--- src/rtl/frame_mode_sequencer.sv ---
// frame_mode_sequencer
// Controller between board switches, VGA frame timing and the LeNet core.
// Debounces the mode switches, applies display-mode changes on frame
// boundaries and sequences one inference per SW7 rise:
// arm -> freeze capture for a frame -> start core -> wait done/timeout -> hold.
//
// Ports:
//   clk25        in   system clock
//   rst          in   synchronous active-high reset
//   sw_raw[3:0]  in   raw switches {SW7 lenet, SW6 pause, SW5 show_resized, SW4 show_cnn}
//   frame_start  in   one-cycle pulse at start of vertical blanking
//   lenet_done   in   one-cycle completion pulse from the core
//   lenet_class  in   core result, valid with lenet_done
//   capture_en   out  capture memory write permit
//   show_resized out  frame-aligned SW5
//   show_cnn     out  frame-aligned SW4
//   lenet_start  out  one-cycle start pulse to the core
//   lenet_busy   out  high while capture is frozen or the core is running
//   result       out  latched class
//   result_valid out  result holds a completed inference
//   timeout      out  sticky, last inference timed out
module frame_mode_sequencer #(
   parameter int unsigned DEBOUNCE_CYCLES = 250000,
   parameter int unsigned INFER_TIMEOUT   = 2000000
) (
   input  logic       clk25,
   input  logic       rst,
   input  logic [3:0] sw_raw,
   input  logic       frame_start,
   input  logic       lenet_done,
   input  logic [3:0] lenet_class,
   output logic       capture_en,
   output logic       show_resized,
   output logic       show_cnn,
   output logic       lenet_start,
   output logic       lenet_busy,
   output logic [3:0] result,
   output logic       result_valid,
   output logic       timeout
);

   localparam int unsigned SW_W      = 4;
   localparam int unsigned SW_LENET  = 3;
   localparam int unsigned SW_PAUSE  = 2;
   localparam int unsigned DB_W      = (DEBOUNCE_CYCLES > 1) ? $clog2(DEBOUNCE_CYCLES) : 1;
   localparam int unsigned TMR_W     = (INFER_TIMEOUT > 1) ? $clog2(INFER_TIMEOUT) : 1;
   localparam logic [DB_W-1:0]  DB_LAST  = DB_W'(DEBOUNCE_CYCLES - 1);
   localparam logic [TMR_W-1:0] TMR_LAST = TMR_W'(INFER_TIMEOUT - 1);

   typedef enum logic [2:0] {
      IDLE,
      ARM,
      FREEZE,
      RUN,
      DRAIN,
      SHOW
   } state_t;

   logic [SW_W-1:0]  sync_meta;
   logic [SW_W-1:0]  sync_q;
   logic [SW_W-1:0]  deb;
   logic [DB_W-1:0]  db_cnt [SW_W];
   logic             pause;
   logic             pause_nxt_c;
   logic             lenet_prev;
   logic             lenet_sw;
   state_t           state;
   logic [TMR_W-1:0] timer;

   // Two-flop synchronizer for the asynchronous switches
   always_ff @(posedge clk25) begin
      if (rst) begin
         sync_meta <= '0;
         sync_q    <= '0;
      end else begin
         sync_meta <= sw_raw;
         sync_q    <= sync_meta;
      end
   end

   // Per-bit debounce: accept a change only after it persists for DEBOUNCE_CYCLES edges
   always_ff @(posedge clk25) begin
      if (rst) begin
         deb <= '0;
         for (int i = 0; i < SW_W; i++) db_cnt[i] <= '0;
      end else begin
         for (int i = 0; i < SW_W; i++) begin
            if (sync_q[i] == deb[i]) begin
               db_cnt[i] <= '0;
            end else if (db_cnt[i] >= DB_LAST) begin
               deb[i]    <= sync_q[i];
               db_cnt[i] <= '0;
            end else begin
               db_cnt[i] <= db_cnt[i] + DB_W'(1);
            end
         end
      end
   end

   assign lenet_sw = deb[SW_LENET];

   // Pause value after this edge; capture_en is registered from it so both move together
   assign pause_nxt_c = frame_start ? deb[SW_PAUSE] : pause;

   // Display modes change only on frame boundaries
   always_ff @(posedge clk25) begin
      if (rst) begin
         pause        <= 1'b0;
         show_resized <= 1'b0;
         show_cnn     <= 1'b0;
      end else if (frame_start) begin
         pause        <= deb[2];
         show_resized <= deb[1];
         show_cnn     <= deb[0];
      end
   end

   // Inference sequencer; busy and capture_en are updated on the same edge as the state
   always_ff @(posedge clk25) begin
      if (rst) begin
         state        <= IDLE;
         timer        <= '0;
         lenet_prev   <= 1'b0;
         lenet_start  <= 1'b0;
         lenet_busy   <= 1'b0;
         capture_en   <= 1'b1;
         result       <= '0;
         result_valid <= 1'b0;
         timeout      <= 1'b0;
      end else begin
         lenet_prev  <= lenet_sw;
         lenet_start <= 1'b0;
         capture_en  <= ~pause_nxt_c & ~lenet_busy;
         case (state)
            IDLE: begin
               if (lenet_sw && !lenet_prev) begin
                  state        <= ARM;
                  timeout      <= 1'b0;
                  result_valid <= 1'b0;
               end
            end
            ARM: begin
               if (!lenet_sw) begin
                  state <= IDLE;
               end else if (frame_start) begin
                  state      <= FREEZE;
                  lenet_busy <= 1'b1;
                  capture_en <= 1'b0;
               end
            end
            FREEZE: begin
               if (!lenet_sw) begin
                  state      <= IDLE;
                  lenet_busy <= 1'b0;
                  capture_en <= ~pause_nxt_c;
               end else if (frame_start) begin
                  state       <= RUN;
                  timer       <= '0;
                  lenet_start <= 1'b1;
               end
            end
            RUN: begin
               timer <= timer + TMR_W'(1);
               // done takes priority over an expiring timer
               if (lenet_done) begin
                  lenet_busy <= 1'b0;
                  capture_en <= ~pause_nxt_c;
                  if (lenet_sw) begin
                     state        <= SHOW;
                     result       <= lenet_class;
                     result_valid <= 1'b1;
                  end else begin
                     state <= IDLE;
                  end
               end else if (timer == TMR_LAST) begin
                  state      <= DRAIN;
                  timeout    <= 1'b1;
                  lenet_busy <= 1'b0;
                  capture_en <= ~pause_nxt_c;
               end
            end
            DRAIN, SHOW: begin
               if (!lenet_sw) state <= IDLE;
            end
            default: state <= IDLE;
         endcase
      end
   end

endmodule

--- config.mk ---
export PLATFORM = sky130hd
export DESIGN_NAME = frame_mode_sequencer
export DESIGN_NICKNAME = d
export VERILOG_FILES = /design/src/rtl/frame_mode_sequencer.sv
export SDC_FILE = /design/constraint.sdc
export NUM_CORES = 1
export LEC_CHECK = 0
export BUFFER_PORTS_ARGS = -buffer_cell sky130_fd_sc_hd__buf_2
export CORE_ASPECT_RATIO = 0.6
export CORE_MARGIN = 4
export CORE_UTILIZATION = 52
export DETAILED_ROUTE_END_ITERATION = 7
export HOLD_SLACK_MARGIN = 0.05
export PLACE_DENSITY = 0.69
export REMOVE_ABC_BUFFERS = 1
export SLEW_MARGIN = 20
export SYNTH_ARGS = -nofsm -noshare
export SYNTH_HDL_FRONTEND = slang
export SYNTH_SLANG_ARGS = --single-unit
--- constraint.sdc ---
create_clock -name clk25 -period 3.5 [get_ports clk25]
set_input_delay 0.35 -clock clk25 [delete_from_list [all_inputs] [get_ports clk25]]
set_output_delay 0.35 -clock clk25 [all_outputs]
set_load 0.1 [all_outputs]
# --- Word-level counts from Yosys, hierarchy flattened ---
# Memory sizes are Yosys's and may differ from the RTL's.
# Index checks and enable logic that the tools add are counted.
word_totals:
  mem_bits_rw: 72
  ff_bits: 49
  out_inout_bits: 11
  n_memories: 1
  input_bits: 12
  word_cells: 183
mem_list:
  columns: ["memory", "depth", "word_bits", "rd", "rd_clocked_by_memory_dff", "write_ports", "line", "source"]
  rows:
  - ["db_cnt", 4, 18, 4, 0, 4, "62", "logic [DB_W-1:0] db_cnt [SW_W];"]
classes:
  mux: 92
  n_lt_le_gt_ge: 4
  n_bitwise: 21
  add_sub_neg: 5
  eq_ne: 24
  n_reduce_logical: 18
op_table:
  columns: ["operator", "count"]
  rows:
  - ["$mux 18", 12]
  - ["$add 18x1->18 const B", 4]
  - ["$ge 18x18->1 const B", 4]
  - ["$mux 1", 63]
  - ["$mux 21", 2]
  - ["$pmux 21 s2", 1]
  - ["$mux 3", 9]
  - ["$ne 2x2->1 const B", 11]
  - ["$add 21x1->21 const B", 1]
  - ["$eq 21x21->1 const B", 1]
  - ["$pmux 3 s5", 1]
  - ["$or 1x1->1", 12]
  - ["$reduce_and 5->1", 2]
  - ["$ne 3x3->1 const B", 3]
  - ["$not 1->1", 8]
  - ["$reduce_and 2->1", 4]
  - ["$reduce_and 4->1", 2]
  - ["$eq 3x2->1 const B", 2]
  - ["$eq 3x3->1 const B", 2]
  - ["$pmux 1 s3", 2]
  - ["$reduce_and 3->1", 2]
  - ["$eq 1x1->1", 4]
  - ["$pmux 1 s2", 2]
  - ["$reduce_bool 2->1", 2]
  - ["8 further kinds", 8]

# --- Depth between registers and ports, before layout ---
logic_depth:
  word_depth: 7
  mapped_depth: 9
  mapped_depth_nobuf: 6

# --- Least setup slack after synthesis ---
# Ideal clock, no wire load.
synth_timing:
  path_type: "flip-flop to flip-flop"
  from: "memory db_cnt[2][0] (netlist name)"
  to: "memory db_cnt[2][10] (netlist name) (data pin)"
  period_less_slack_ps: 2099
  required_time_ps: 3362
  stages_incl_launch_ff: 10
  slack_ps: 1401
  setup_time_ps: 138
  n_path_buf: 3
  arrival_ps: 1961
  path_cell_list: "edfxtp_1 > ha_1 > and3_1 > buf_6 > o41ai_2 > a31oi_1 > or3_1 > buf_6 > buf_8 > nor2_1"
synth_rtl:
  columns: ["element", "line"]
  rows:
  - ["from (decl)", "62"]

==> results.json <==
{
  "tightest_slew_ps": 876,
  "routed_wl_um": 10300,
  "clk_path_buf_depth": 2,
  "num_vias": 4183,
  "synth_area_sq_um": 5870,
  "drt_pass1_iterations": 5,
  "post-cts-setup-buffers": 0,
  "crit_arrival_ps": 2650,
  "cts_tree": "done",
  "io_pins": 23,
  "grt_pass1_wl_um": 18000,
  "gp_congestion": 0.801,
  "synth_edf_count": 72,
  "multi_input_area_sq_um": 2810,
  "routed_via_density": 5.15,
  "critPathCaptureType": "register",
  "async_reset_ff_frac": 0,
  "drive_gt1_frac": 0.0996,
  "synthFlopType": "edfxtp_1",
  "regArea_sq_um": 3140,
  "run_status": "finished, final reports clean",
  "path_clk_slew_ps": 50,
  "grtUsageTotal": 0.167,
  "synthAdderAreaFrac": 0.0107,
  "ys_seq_elements": 121,
  "peakVddDrop_v": 0.000408,
  "cts_buffers": 17,
  "p_leak_uw": 0.00254,
  "ant_nets": 0,
  "slew_headroom": 0.411,
  "crit_chain": "ha_1, and3_1, o41ai_2, a31oi_1, or3_1, nor2_1",
  "die_w_um": 145,
  "cp_slowest_stage_delay_ps": 650,
  "finalClockSkew_ps": 5.15,
  "fp.dieArea_sq_um": 13100,
  "fp-row-count": 29,
  "htree_levels": 4,
  "dieHeight_um": 90.3,
  "total_power_uw": 3370,
  "required_ps": 3760,
  "seq_area_frac_synth": 0.535,
  "core_sq_um": 10800,
  "synth.avg_cell_area_sq_um": 10.4,
  "hold_violations": 0,
  "first_iter_violations": 300,
  "antenna-diode-count": 0,
  "final_nets": 677,
  "ys_types": 52,
  "grt_pass1_vias": 3849,
  "synth_cells": 565,
  "antenna_found_initial": 0,
  "hpwl_um": 7370,
  "grt_max_degree": 35,
  "synthMuxAreaShare": 0.0224,
  "syn_to_final_growth_pct": 16.3,
  "portBuffers": 22,
  "cp_max_fo": 18,
  "fin_crit_sh": 0.683,
  "crit_path_start_kind": "register",
  "fmax_ghz": 0.418,
  "layout_common_cells": "128 x nor2_1, 72 x edfxtp_1, 72 x conb_1",
  "wl_per_cell_um": 12.7,
  "synth-xor-area-share": 0.122,
  "rsz0062_at_grt": "false",
  "root_buffer": "clkbuf_16",
  "power_density_nw_per_um2": 493,
  "crit_slowest_cell": "or3_1",
  "clkSinkCount": 121,
  "setup_viol": 0,
  "clock_latency_ps": 410,
  "drcViolationCount": 0,
  "synth_top_family_by_area": "simple AND/OR/NAND/NOR gates",
  "fillers": 883,
  "min_period_ps": 2390,
  "synth-compound-area-share": 0.0484,
  "fin_tns_setup_ps": 0,
  "synth-simple-area-share": 0.229,
  "final_common_cell": "nor2_1",
  "maxSlewViolCount": 0,
  "cts_resized": 0,
  "critPathKind": "reg2reg",
  "yosysWarningCount": 0,
  "globalRouteOverflowTotal": 0,
  "max-cap-violations": 0,
  "postCtsHoldBufs": 0,
  "hold_class": "in2reg",
  "start_util": 0.545
}
[through the flow]
step | instances | setup slack, ps | util | hold slack (ps) | instance area (sq um)
finish | 812 | 1110 | 0.634 | 151 | 6830
global route | 812 | 926 | 0.634 | 148 | 6830
CTS | 812 | 1080 | 0.634 | 137 | 6830
detailed placement | 780 | 1090 | 0.583 | 427 | 6290
global placement | 780 | 1170 | 0.583 | 424 | 6290
floorplan | 619 | 1470 | - | 414 | 6000
[path summary, 6_finish.rpt]
check	to	cells after the start	slack, ps	startpoint
max	db_cnt[2][17]$_SDFFCE_PN0P_	6	1110	db_cnt[2][0]$_SDFFCE_PN0P_
min	sync_meta[3]$_SDFF_PP0_	2	150	sw_raw[3]
max reg2reg	db_cnt[2][17]$_SDFFCE_PN0P_	6	1110	db_cnt[2][0]$_SDFFCE_PN0P_
min reg2reg	sync_q[3]$_SDFF_PP0_	1	440	sync_meta[3]$_SDFF_PP0_
[synth_stat cells, drive strengths merged (4+ instances only)]
cell type | n | area, sq um
a21oi | 6 | 30.0
a31oi | 9 | 56.3
and3 | 18 | 118
and4 | 6 | 52.6
buf | 16 | 133
dfxtp | 49 | 981
edfxtp | 72 | 2160
ha | 5 | 62.6
inv | 12 | 45.0
mux2i | 12 | 120
nand2 | 31 | 116
nand3 | 31 | 155
nand4 | 19 | 119
nor2 | 128 | 480
nor2b | 8 | 50.1
nor3 | 10 | 50.1
nor4 | 8 | 77.6
o211ai | 4 | 30.0
o21ai | 6 | 33.8
o41ai | 4 | 57.6
or3 | 6 | 37.5
xnor2 | 32 | 280
xor2 | 50 | 438
[worst max-delay path, delay by kind of cell, from the launching register on]
kind,cells,cell delay [ps]
AND/OR/NAND/NOR,3,1110
AO/OA/AOI/OAI,2,460
flip-flops,1,430
adder cells (fa/ha/maj),1,240
[per-layer routing]
| metal | global-route usage | share of wire | routed length, um |
|---|---|---|---|
| met1 | 0.235 | 0.51 | 5300 |
| met4 | 0.0671 | 0.012 | 125 |
| met5 | 0 | 0 | 0 |
| met2 | 0.245 | 0.43 | 4400 |
| met3 | 0.0446 | 0.046 | 473 |
[cell type report]
cell class	instances	share of cell area
repair buffers	22	0.0161
multi-input cells	486	0.412
flip-flops and latches	121	0.460
clock inverters	9	0.00678
clock buffers	23	0.0729
well taps	139	0.0255
inverters	12	0.00659
[logic make-up after synthesis]
logic type	count (synthesis)
buffers and inverters	29
AND/OR/NAND/NOR	276
adder cells (fa/ha/maj)	5
multiplexers	13
XOR/XNOR	82
other	1
AO/OA/AOI/OAI	38
flip-flops	121
[flip-flops by register name, indices dropped and copies added (netlist names)]
name	count
pause	1
db_cnt	72
state	3
lenet_busy	1
result	4
sync_q	4
lenet_start	1
sync_meta	4
result_valid	1
show_resized	1
timeout	1
timer	21
deb	4
lenet_prev	1
show_cnn	1
capture_en	1
[report_power, final]
group	internal, uW	switching (uW)	total [uW]
logic	68.5	97.8	166
clock network	986	600	1590
registers	1560	56.5	1610
(Power assumes the default switching activity.)
